===== src/rtl/mem_sram_ctrl.sv =====
// Clocked data memory with a CPU read/write port, an external load port and a
// zero-fill sweep after reset. Optional per-word even parity under MEM_PARITY_EN.
module mem_sram_ctrl #(
   parameter int unsigned DATA_W = 8,
   parameter int unsigned ADDR_W = 5
) (
   input  logic              clk,
   input  logic              rst,
   input  logic              load,
   input  logic              ewr,
   input  logic [ADDR_W-1:0] ead,
   input  logic [DATA_W-1:0] edat,
   input  logic              mrd,
   input  logic              mwr,
   input  logic [ADDR_W-1:0] mad,
   input  logic [DATA_W-1:0] mwdat,
   output logic [DATA_W-1:0] mrdat,
   output logic              mrvalid,
   output logic              busy,
   output logic              perr
);

   localparam int unsigned DEPTH = 2**ADDR_W;
   localparam int unsigned PTR_W = ADDR_W + 1;
`ifdef MEM_PARITY_EN
   localparam int unsigned MEM_W = DATA_W + 1;
`else
   localparam int unsigned MEM_W = DATA_W;
`endif

   typedef enum logic [0:0] {
      S_CLEAR = 1'b0,
      S_RUN   = 1'b1
   } state_t;

   state_t              r_state;
   state_t              w_state_nxt;
   logic [PTR_W-1:0]    r_clr_ptr;
   logic [PTR_W-1:0]    w_clr_ptr_nxt;
   logic                r_busy;
   logic [DATA_W-1:0]   r_mrdat;
   logic                r_mrvalid;
   logic                w_we;
   logic                w_rd;
   logic [ADDR_W-1:0]   w_waddr;
   logic [DATA_W-1:0]   w_wdata;
   logic [MEM_W-1:0]    w_wword;
   logic [MEM_W-1:0]    w_rword;
   logic [MEM_W-1:0]    r_mem [DEPTH];

   // State, sweep pointer and registered outputs
   always_ff @(posedge clk or posedge rst) begin
      if (rst) begin
         r_state   <= S_CLEAR;
         r_clr_ptr <= '0;
         r_busy    <= 1'b1;
         r_mrdat   <= '0;
         r_mrvalid <= 1'b0;
      end else begin
         r_state   <= w_state_nxt;
         r_clr_ptr <= w_clr_ptr_nxt;
         r_busy    <= (w_state_nxt == S_CLEAR);
         r_mrvalid <= w_rd;
         if (w_rd) begin
            r_mrdat <= w_rword[DATA_W-1:0];
         end
      end
   end

   // Next state and port arbitration: load > CPU write > CPU read
   always_comb begin
      w_state_nxt   = r_state;
      w_clr_ptr_nxt = r_clr_ptr;
      w_we          = 1'b0;
      w_rd          = 1'b0;
      w_waddr       = mad;
      w_wdata       = mwdat;
      case (r_state)
         S_CLEAR: begin
            w_we          = 1'b1;
            w_waddr       = r_clr_ptr[ADDR_W-1:0];
            w_wdata       = '0;
            w_clr_ptr_nxt = PTR_W'(r_clr_ptr + PTR_W'(1));
            if (r_clr_ptr == PTR_W'(DEPTH - 1)) begin
               w_state_nxt = S_RUN;
            end
         end
         S_RUN: begin
            if (load) begin
               w_we    = ewr;
               w_waddr = ead;
               w_wdata = edat;
            end else if (mwr) begin
               w_we    = 1'b1;
               w_waddr = mad;
               w_wdata = mwdat;
            end else if (mrd) begin
               w_rd = 1'b1;
            end
         end
         default: w_state_nxt = S_CLEAR;
      endcase
   end

`ifdef MEM_PARITY_EN
   logic r_perr;

   assign w_wword = {^w_wdata, w_wdata};

   // Sticky flag: any stored word with odd overall parity on a CPU read
   always_ff @(posedge clk or posedge rst) begin
      if (rst) begin
         r_perr <= 1'b0;
      end else if (w_rd && (^w_rword)) begin
         r_perr <= 1'b1;
      end
   end

   assign perr = r_perr;
`else
   assign w_wword = w_wdata;
   assign perr    = 1'b0;
`endif

   // Storage array; contents are defined only after the sweep
   always_ff @(posedge clk) begin
      if (w_we) begin
         r_mem[w_waddr] <= w_wword;
      end
   end

   assign w_rword = r_mem[mad];
   assign mrdat   = r_mrdat;
   assign mrvalid = r_mrvalid;
   assign busy    = r_busy;

endmodule


===== config.mk =====
export PLATFORM = sky130hd
export DESIGN_NAME = mem_sram_ctrl
export DESIGN_NICKNAME = d
export VERILOG_FILES = /design/src/rtl/mem_sram_ctrl.sv
export SDC_FILE = /design/constraint.sdc
export NUM_CORES = 1
export LEC_CHECK = 0
export CAP_MARGIN = 20
export CORE_UTILIZATION = 35
export DETAILED_ROUTE_END_ITERATION = 16
export PLACE_DENSITY_LB_ADDON = 0.12
export RECOVER_POWER = 50
export SYNTH_ARGS = -nofsm -noshare
export SYNTH_HDL_FRONTEND = slang
export SYNTH_SLANG_ARGS = --single-unit
export TNS_END_PERCENT = 1

===== constraint.sdc =====
create_clock -name clk -period 2.9 [get_ports clk]
set_input_delay 0.58 -clock clk [delete_from_list [all_inputs] [get_ports clk]]
set_output_delay 0.58 -clock clk [all_outputs]
set_load 0.02 [all_outputs]

# --- After elaboration in Yosys (flattened, before gate mapping) ---
# Memory sizes are Yosys's and may differ from the RTL's. A register that Yosys moved wholly into a read port is not among the register bits.
# Index checks and enable logic that the tools add are counted.
classes:
  add_sub_neg: 1
  n_mul: 0
  div: 0
  order_cmp: 0
  eq_ne: 1
  shifts: 0
  n_mux: 15
  bitwise: 2
  n_reduce_logical: 0
op_table:
  columns: ["op", "count"]
  rows:
  - ["case mux 8 bit (2 select lines)", 1]
  - ["two-way mux 1 bit", 10]
  - ["case mux 5 bit (2 select lines)", 1]
  - ["two-way mux 8 bit", 1]
  - ["adder 6 x 1 -> 6 bit (second input constant)", 1]
  - ["equality test 6 x 5 -> 1 bit (second input constant)", 1]
  - ["two-way mux 5 bit", 1]
  - ["inverter 1 bit", 2]
  - ["case mux 1 bit (2 select lines)", 1]
word_totals:
  ff_bits: 9
  latch_bits: 0
  ram_bits: 256
  romBits: 0
  input_bits: 32
  out_inout_bits: 11
  mem_count: 1
memory_table:
  columns: ["name", "depth", "width", "read_ports", "rd_ports_with_merged_regs", "wr", "line_no", "source"]
  rows:
  - ["r_mem", 32, 8, 1, 1, 1, "49", "logic [MEM_W-1:0] r_mem [DEPTH];"]

# --- Logic depth before layout (Yosys ltp) ---
# Gate-level depths: netlist of the first run.
depth:
  depth_word: 5
  ltp_mapped: 8
  ltp_nobuf: 5

# --- Worst setup path before layout of the first run ---
# Ideal clock, no wire load.
synth_timing:
  path_kind: "input-to-reg"
  from: "input load"
  to: "memory r_mem[0][0] (netlist bit) (enable)"
  arrival_time_ps: 1990
  required_time_ps: 2530
  setup_slack_ps: 540
  cell_stages: 7
  path_buffers: 2
  cell_sequence: "buf_2 buf_4 mux2i_1 nand2_1 o21ai_0 nand3_1 nor2_1"
synth_between:
  elab_chain_len: 4
synth_lines:
  columns: ["element", "line_no", "source"]
  rows:
  - ["from (decl)", "9", "input logic load,"]
  - ["two-way mux 1 bit", "89", "if (load) begin"]
  - ["case mux 1 bit (2 select lines)", "78", "case (r_state)"]
  - ["two-way mux 1 bit", "127", "if (w_we) begin"]
  - ["two-way mux 1 bit (implied by the code)", "128", "r_mem[w_waddr] <= w_wword;"]
  - ["to (decl)", "49", null]
# Several ways; a longest one is shown, not always the timed one.

# --- Final worst setup path of the first run ---
layout_timing:
  from: "input load"
  to: "memory r_mem[24][4] (netlist bit), data pin"
layout_between:
  elab_chain_len: 2
layout_lines:
  columns: ["element", "line_no", "source"]
  rows:
  - ["two-way mux 8 bit", "89", null]
  - ["case mux 8 bit (2 select lines)", "78", null]
  - ["net w_wdata[4]", "46", "logic [DATA_W-1:0] w_wdata;"]
# The timed path passes the listed nets, and every way through them passes these cells.

==> impl_metrics.ini, run 1 <==
[status]
status = completed

[setup_path]
cp-start-kind = input port
worstSetupPathType = input port to flip-flop
critical_path_arrival_ps = 2630
cp_max_fo = 32
slowest_delay_ps = 720
required_ps = 2990
cp-end-kind = flip-flop
cp_top_family = buffers and inverters
crit_chain = dlygate4sd3_1 > clkbuf_1 > mux2i_1 > nor2b_2 > clkbuf_2
critical_path_buf_inv_count = 3
slowest_stage = dlygate4sd3_1

[yosys]
synth_compound_area_share_pct = 7.72
synthSimpleGateAreaFrac_pct = 3.65
synth_warnings = 0
yosysTopAreaCellShare_pct = 68.9
synth_enable_flop_cells = 256
synth_top_family_by_area = multiplexers
yosysMostFrequentCell = edfxtp_1
syn_nets = 686
yosys-top-cells-count = edfxtp_1, mux2i_1, nor2_1
synthCells = 653
synth_area_per_cell_um2 = 17.1
synth_fa_ha_area_share_pct = 0.112
synthXorXnorAreaFrac_pct = 0.393
synth_area_leaders = edfxtp_1, mux2i_1, dfrtp_1, a22oi_1, a22o_1
synthMuxAreaShare_pct = 12.9
synthDistinctLibCells = 38
ys_seq_area_share_pct = 72.8
synth_flop_cell = edfxtp_1
synth_top_cell_by_area = edfxtp_1
ys_ff_latch = 273
synth-async-reset-ratio_pct = 6.23
syn-cell-area_um2 = 11100

[clock_tree]
h-tree-depth = 1
cts_inserted_buffers = 29
clock_latency_ps = 540
path_clk_slew_ps = 60
cts_tree = built
cts_sinks = 273
clockRootBuffer = clkbuf_16
postCtsSetupRepairBufs = 0
hold_buffers = 0
cts.path.max_buffers = 3
cts_resized = 0

[timing]
hold_violations = 0
worst-slew-pin-transition_ps = 860
post-route-period-util_pct = 87.6
fin_crit_ps = 2540
maxSlewHeadroom_pct = 42.6
final_max_slew_viol_count = 0
finClkSkew_ps = 8.89
final-setup-viol-count = 0
tns_ps = 0
fmax_mhz = 394
rsz0062_at_grt = false

[floorplan]
pin_count = 43
placementRows = 64
initial_core_util_pct = 36.0
core_region_area_um2 = 31000
die_y_um = 180
die_area_um2 = 32600
die_x_um = 180

[finish]
n_antenna_cell = 0
final_nets = 786
drive_gt1_share_pct = 17.8
final_util_pct = 43.1
syn2layout_area_growth_pct = 19.8

[drt]
vias_per_cell = 5.11
antenna_left = 0
first_pass_iters = 4
wirelength_um = 26400
drt_iter0_markers = 463
detail_route.wl_per_cell_um = 22.5
route.detailed.drc = 0
vias = 5980

[grt]
grt_overflow = 0
grt_max_degree = 33
antenna_found_initial = 0
grtUsageTotal_pct = 16.4
grt_first_pass_wirelength_um = 39500
grt_pass1_vias = 6337

[placement]
hpwlAfterDp_um = 17000
gp_congestion = 0.759
port-buffer-count = 41

[job]
drv_cap = 0

[pwr]
power_density_nw_per_um2 = 651
peakVddDrop_v = 0.000372
leakage_nw = 4.80

[hold_path]
hp-class = flip-flop to flip-flop
## metal layers
layer | track usage, % | part of all wire (%)
met1 | 22.0 | 46
met2 | 28.2 | 49
met3 | 2.06 | 3.3
met4 | 3.93 | 1.9
met5 | 0 | 0
## final timing paths
path                       slack, ps  cells after the start         start           end
setup / recovery                 360                      5          load  r_mem[24][4]
hold / removal                   480                      1  r_clr_ptr[5]  r_clr_ptr[5]
setup reg to reg                 700                      6       r_state  r_mem[12][5]
hold reg to reg                  480                      1  r_clr_ptr[5]  r_clr_ptr[5]
max in group asynchronous       1830                      2           rst      mrdat[7]
min in group asynchronous        600                      2           rst  r_clr_ptr[5]
## through the flow
step                power [mW]  instances  hold WS (ps)  cell area (µm²)  setup slack (ps)
floorplan                 4.86        653           443            11100               540
global placement          5.17       1118           455            12400            -0.995
detailed placement        5.19       1118           474            12400             -10.2
CTS                       8.80       1171           467            13400               562
global route              8.97       1171           512            13400               203
finish                    8.70       1171           483            13400               361
## where the power goes
group	leakage [nW]	internal (mW)	switching (mW)	total [mW]
clock network	0.457	2.18	1.43	3.61
logic	1.83	0.267	0.418	0.685
registers	2.51	4.38	0.0202	4.40
total	4.80	6.83	1.86	8.70
## sequential cells by signal, indices dropped and copies added, names as in the netlist
name	flops
r_mem	256
mrdat	8
r_state	1
r_clr_ptr	6
busy	1
mrvalid	1
## cells in the final DEF, fill, tap and decap left out, drive strengths merged, types with 2 or more instances in the layout
master / Yosys / layout
nand2: 17 / 17
a22o: 16 / 16
o41ai: 8 / 8
bufinv: 0 / 4
clkbuf: 18 / 42
nand3: 3 / 3
xnor2: 4 / 4
inv: 3 / 4
or2: 2 / 2
dlygate4sd3: 0 / 2
a21oi: 21 / 21
nand2b: 7 / 7
a221oi: 16 / 16
mux2i: 141 / 141
a22oi: 32 / 32
buf: 21 / 63
nor2b: 14 / 14
clkdlybuf4s50: 0 / 38
edfxtp: 256 / 256
clkinv: 0 / 11
mux2: 2 / 2
nor2: 37 / 37
o22ai: 8 / 8
dfrtp: 16 / 16
## worst register-to-register path, delay by kind of cell (launching register included)
kind            cells  cell delay [ps]
flops               1              480
buf+inv             2              460
simple gates        3              630
compound gates      1              340
## layout make-up
class	instances	area (µm²)
timing repair buffer	108	1010
tap	396	495
inverter	3	11.3
fill	2716	17600
multi-input combinational	338	2790
sequential	273	8110
clock inverter	16	176
clock buffer	37	756
## cell families after synthesis
logic type                 after synthesis
DFF                                    273
xor gates and xnor gates                 5
other                                    1
buffers and inverters                   42
AOI/OAI and AO/OA                      102
muxes                                  143
adders and majority gates                1
and+or+nand+nor                         86
(Power assumes the default switching activity.)
==> run 2: changes to the inputs <==
- CORE_UTILIZATION: 35 -> 60
==> impl_metrics.ini, run 2 (synthesized netlist as in run 1, its figures left out) <==
[status]
status = completed

[timing]
final-setup-viol-count = 0
fmax_mhz = 384
post-route-period-util_pct = 89.8
tns_ps = 0
finalHoldWorstSlack_ps = 488
maxSlewHeadroom_pct = 29.4
final_max_slew_viol_count = 0
worst-slew-pin-transition_ps = 1050
rsz0062_at_grt = false
finClkSkew_ps = 12.5
fin_crit_ps = 2610
hold_violations = 0

[grt]
grt_first_pass_wirelength_um = 37000
grt_pass1_vias = 6224
grt_overflow = 0
grtUsageTotal_pct = 26.4
antenna_found_initial = 0
grt_max_degree = 34

[pwr]
leakage_nw = 4.76
power_density_nw_per_um2 = 649
p_int_mw = 6.59
pwr-share-seq_pct = 52.2
switching_power_mw = 1.85
peakVddDrop_v = 0.000599
power_switching_share_pct = 21.9
clkPwrFrac_pct = 40.0
power_frac_comb_pct = 7.8

[setup_path]
cp-start-kind = input port
required_ps = 3280
reg2reg_from = r_state
reg2reg_slack_ps = 650
crit_chain = dlygate4sd3_1 > clkbuf_1 > mux2i_1 > nor2b_2 > buf_4
rr_worst_depth = 6
critical_path_arrival_ps = 2990
rr_endpoint = r_mem[26][2]
slowest_delay_ps = 840
worstSetupPathType = input port to flip-flop
cp-end-kind = flip-flop
crit_path_start = load
critPathCapture = r_mem[15][7]
slowest_stage = nor2b_2
cp_max_fo = 18

[clock_tree]
cts_tree = built
clock_latency_ps = 540
clockRootBuffer = clkbuf_16
h-tree-depth = 1
postCtsSetupRepairBufs = 0
path_clk_slew_ps = 60
cts.path.max_buffers = 3
cts_resized = 0
cts_sinks = 273
hold_buffers = 0
cts_inserted_buffers = 27

[finish]
largest_reg_flops = 256
top_register = r_mem
final_cell_mix = edfxtp_1, mux2i_1, buf_4
final_nets = 789
final_common_cell = edfxtp_1
syn2layout_area_growth_pct = 16.6
n_antenna_cell = 0
drive_gt1_share_pct = 18.3

[drt]
top_layer_used = met4
first_pass_iters = 5
antenna_left = 0
wl_met2_um = 11700
wirelength_um = 24800
vias = 6223
route.met3.wl_um = 1920
wl_met1_um = 10500
route.detailed.drc = 0
vias_per_cell = 6.19
detail_route.wl_per_cell_um = 24.7
drt_iter0_markers = 685

[floorplan]
die_y_um = 138
placementRows = 49
die_area_um2 = 19100
initial_core_util_pct = 61.6
pin_count = 43
core_region_area_um2 = 18100
die_x_um = 138

[placement]
port-buffer-count = 41
hpwlAfterDp_um = 16000
gp_congestion = 0.852

[hold_path]
hold_path_depth = 1
hp-class = flip-flop to flip-flop

[job]
drv_cap = 0
run 2: worst min path at each step:
stage / from / to / slack [ps]
detailed placement: r_clr_ptr[5] / r_clr_ptr[5] / 480
finish: r_clr_ptr[5] / r_clr_ptr[5] / 490
global route: r_clr_ptr[5] / r_clr_ptr[5] / 490
floorplan: r_clr_ptr[5] / r_clr_ptr[5] / 440
global placement: r_clr_ptr[5] / r_clr_ptr[5] / 460
CTS: rst / r_clr_ptr[0] / 480
run 2: layer usage:
metal / vias to the layer above / track usage, %
met5: - / 0
met4: 0 / 9.05
met3: 52 / 4.09
met2: 280 / 41.5
met1: 3109 / 38.0
li1: 2782 / -
run 2: power by group through the flow:
| stage | sequential, mW | combinational, mW | clock [mW] |
|---|---|---|---|
| 2_1_floorplan | 4.50 | 0.354 | 0 |
| 3_3_place_gp | 4.48 | 0.652 | 0 |
| 3_5_place_dp | 4.49 | 0.666 | 0 |
| 4_1_cts | 4.40 | 0.668 | 3.41 |
| 5_1_grt | 4.40 | 0.692 | 3.57 |
| 6_report | 4.40 | 0.656 | 3.38 |
run 2: critical path, delay by kind of cell:
kind          cells  cell delay (ps)
mux               1              160
simple gates      1              840
buf+inv           3             1400
run 2: metrics by stage:
stage | utilization (%) | instances | power (mW) | setup WS (ps) | cell area [µm²]
after floorplan | - | 653 | 4.86 | 540 | 11100
after global placement | 67.3 | 956 | 5.14 | 70.1 | 12200
after detailed placement | 67.3 | 956 | 5.15 | 40.3 | 12200
after CTS | 72.0 | 1006 | 8.48 | 585 | 13000
after global routing | 71.9 | 1006 | 8.66 | 235 | 13000
final | 71.9 | 1006 | 8.44 | 295 | 13000
run 2: layout make-up:
class / instances / area, µm²
Sequential cell: 273 / 8110
Fill cell: 1110 / 5080
Multi-Input combinational cell: 338 / 2790
Timing Repair Buffer: 113 / 942
Clock buffer: 28 / 679
Tap cell: 229 / 287
Clock inverter: 22 / 184
Inverter: 3 / 11.3
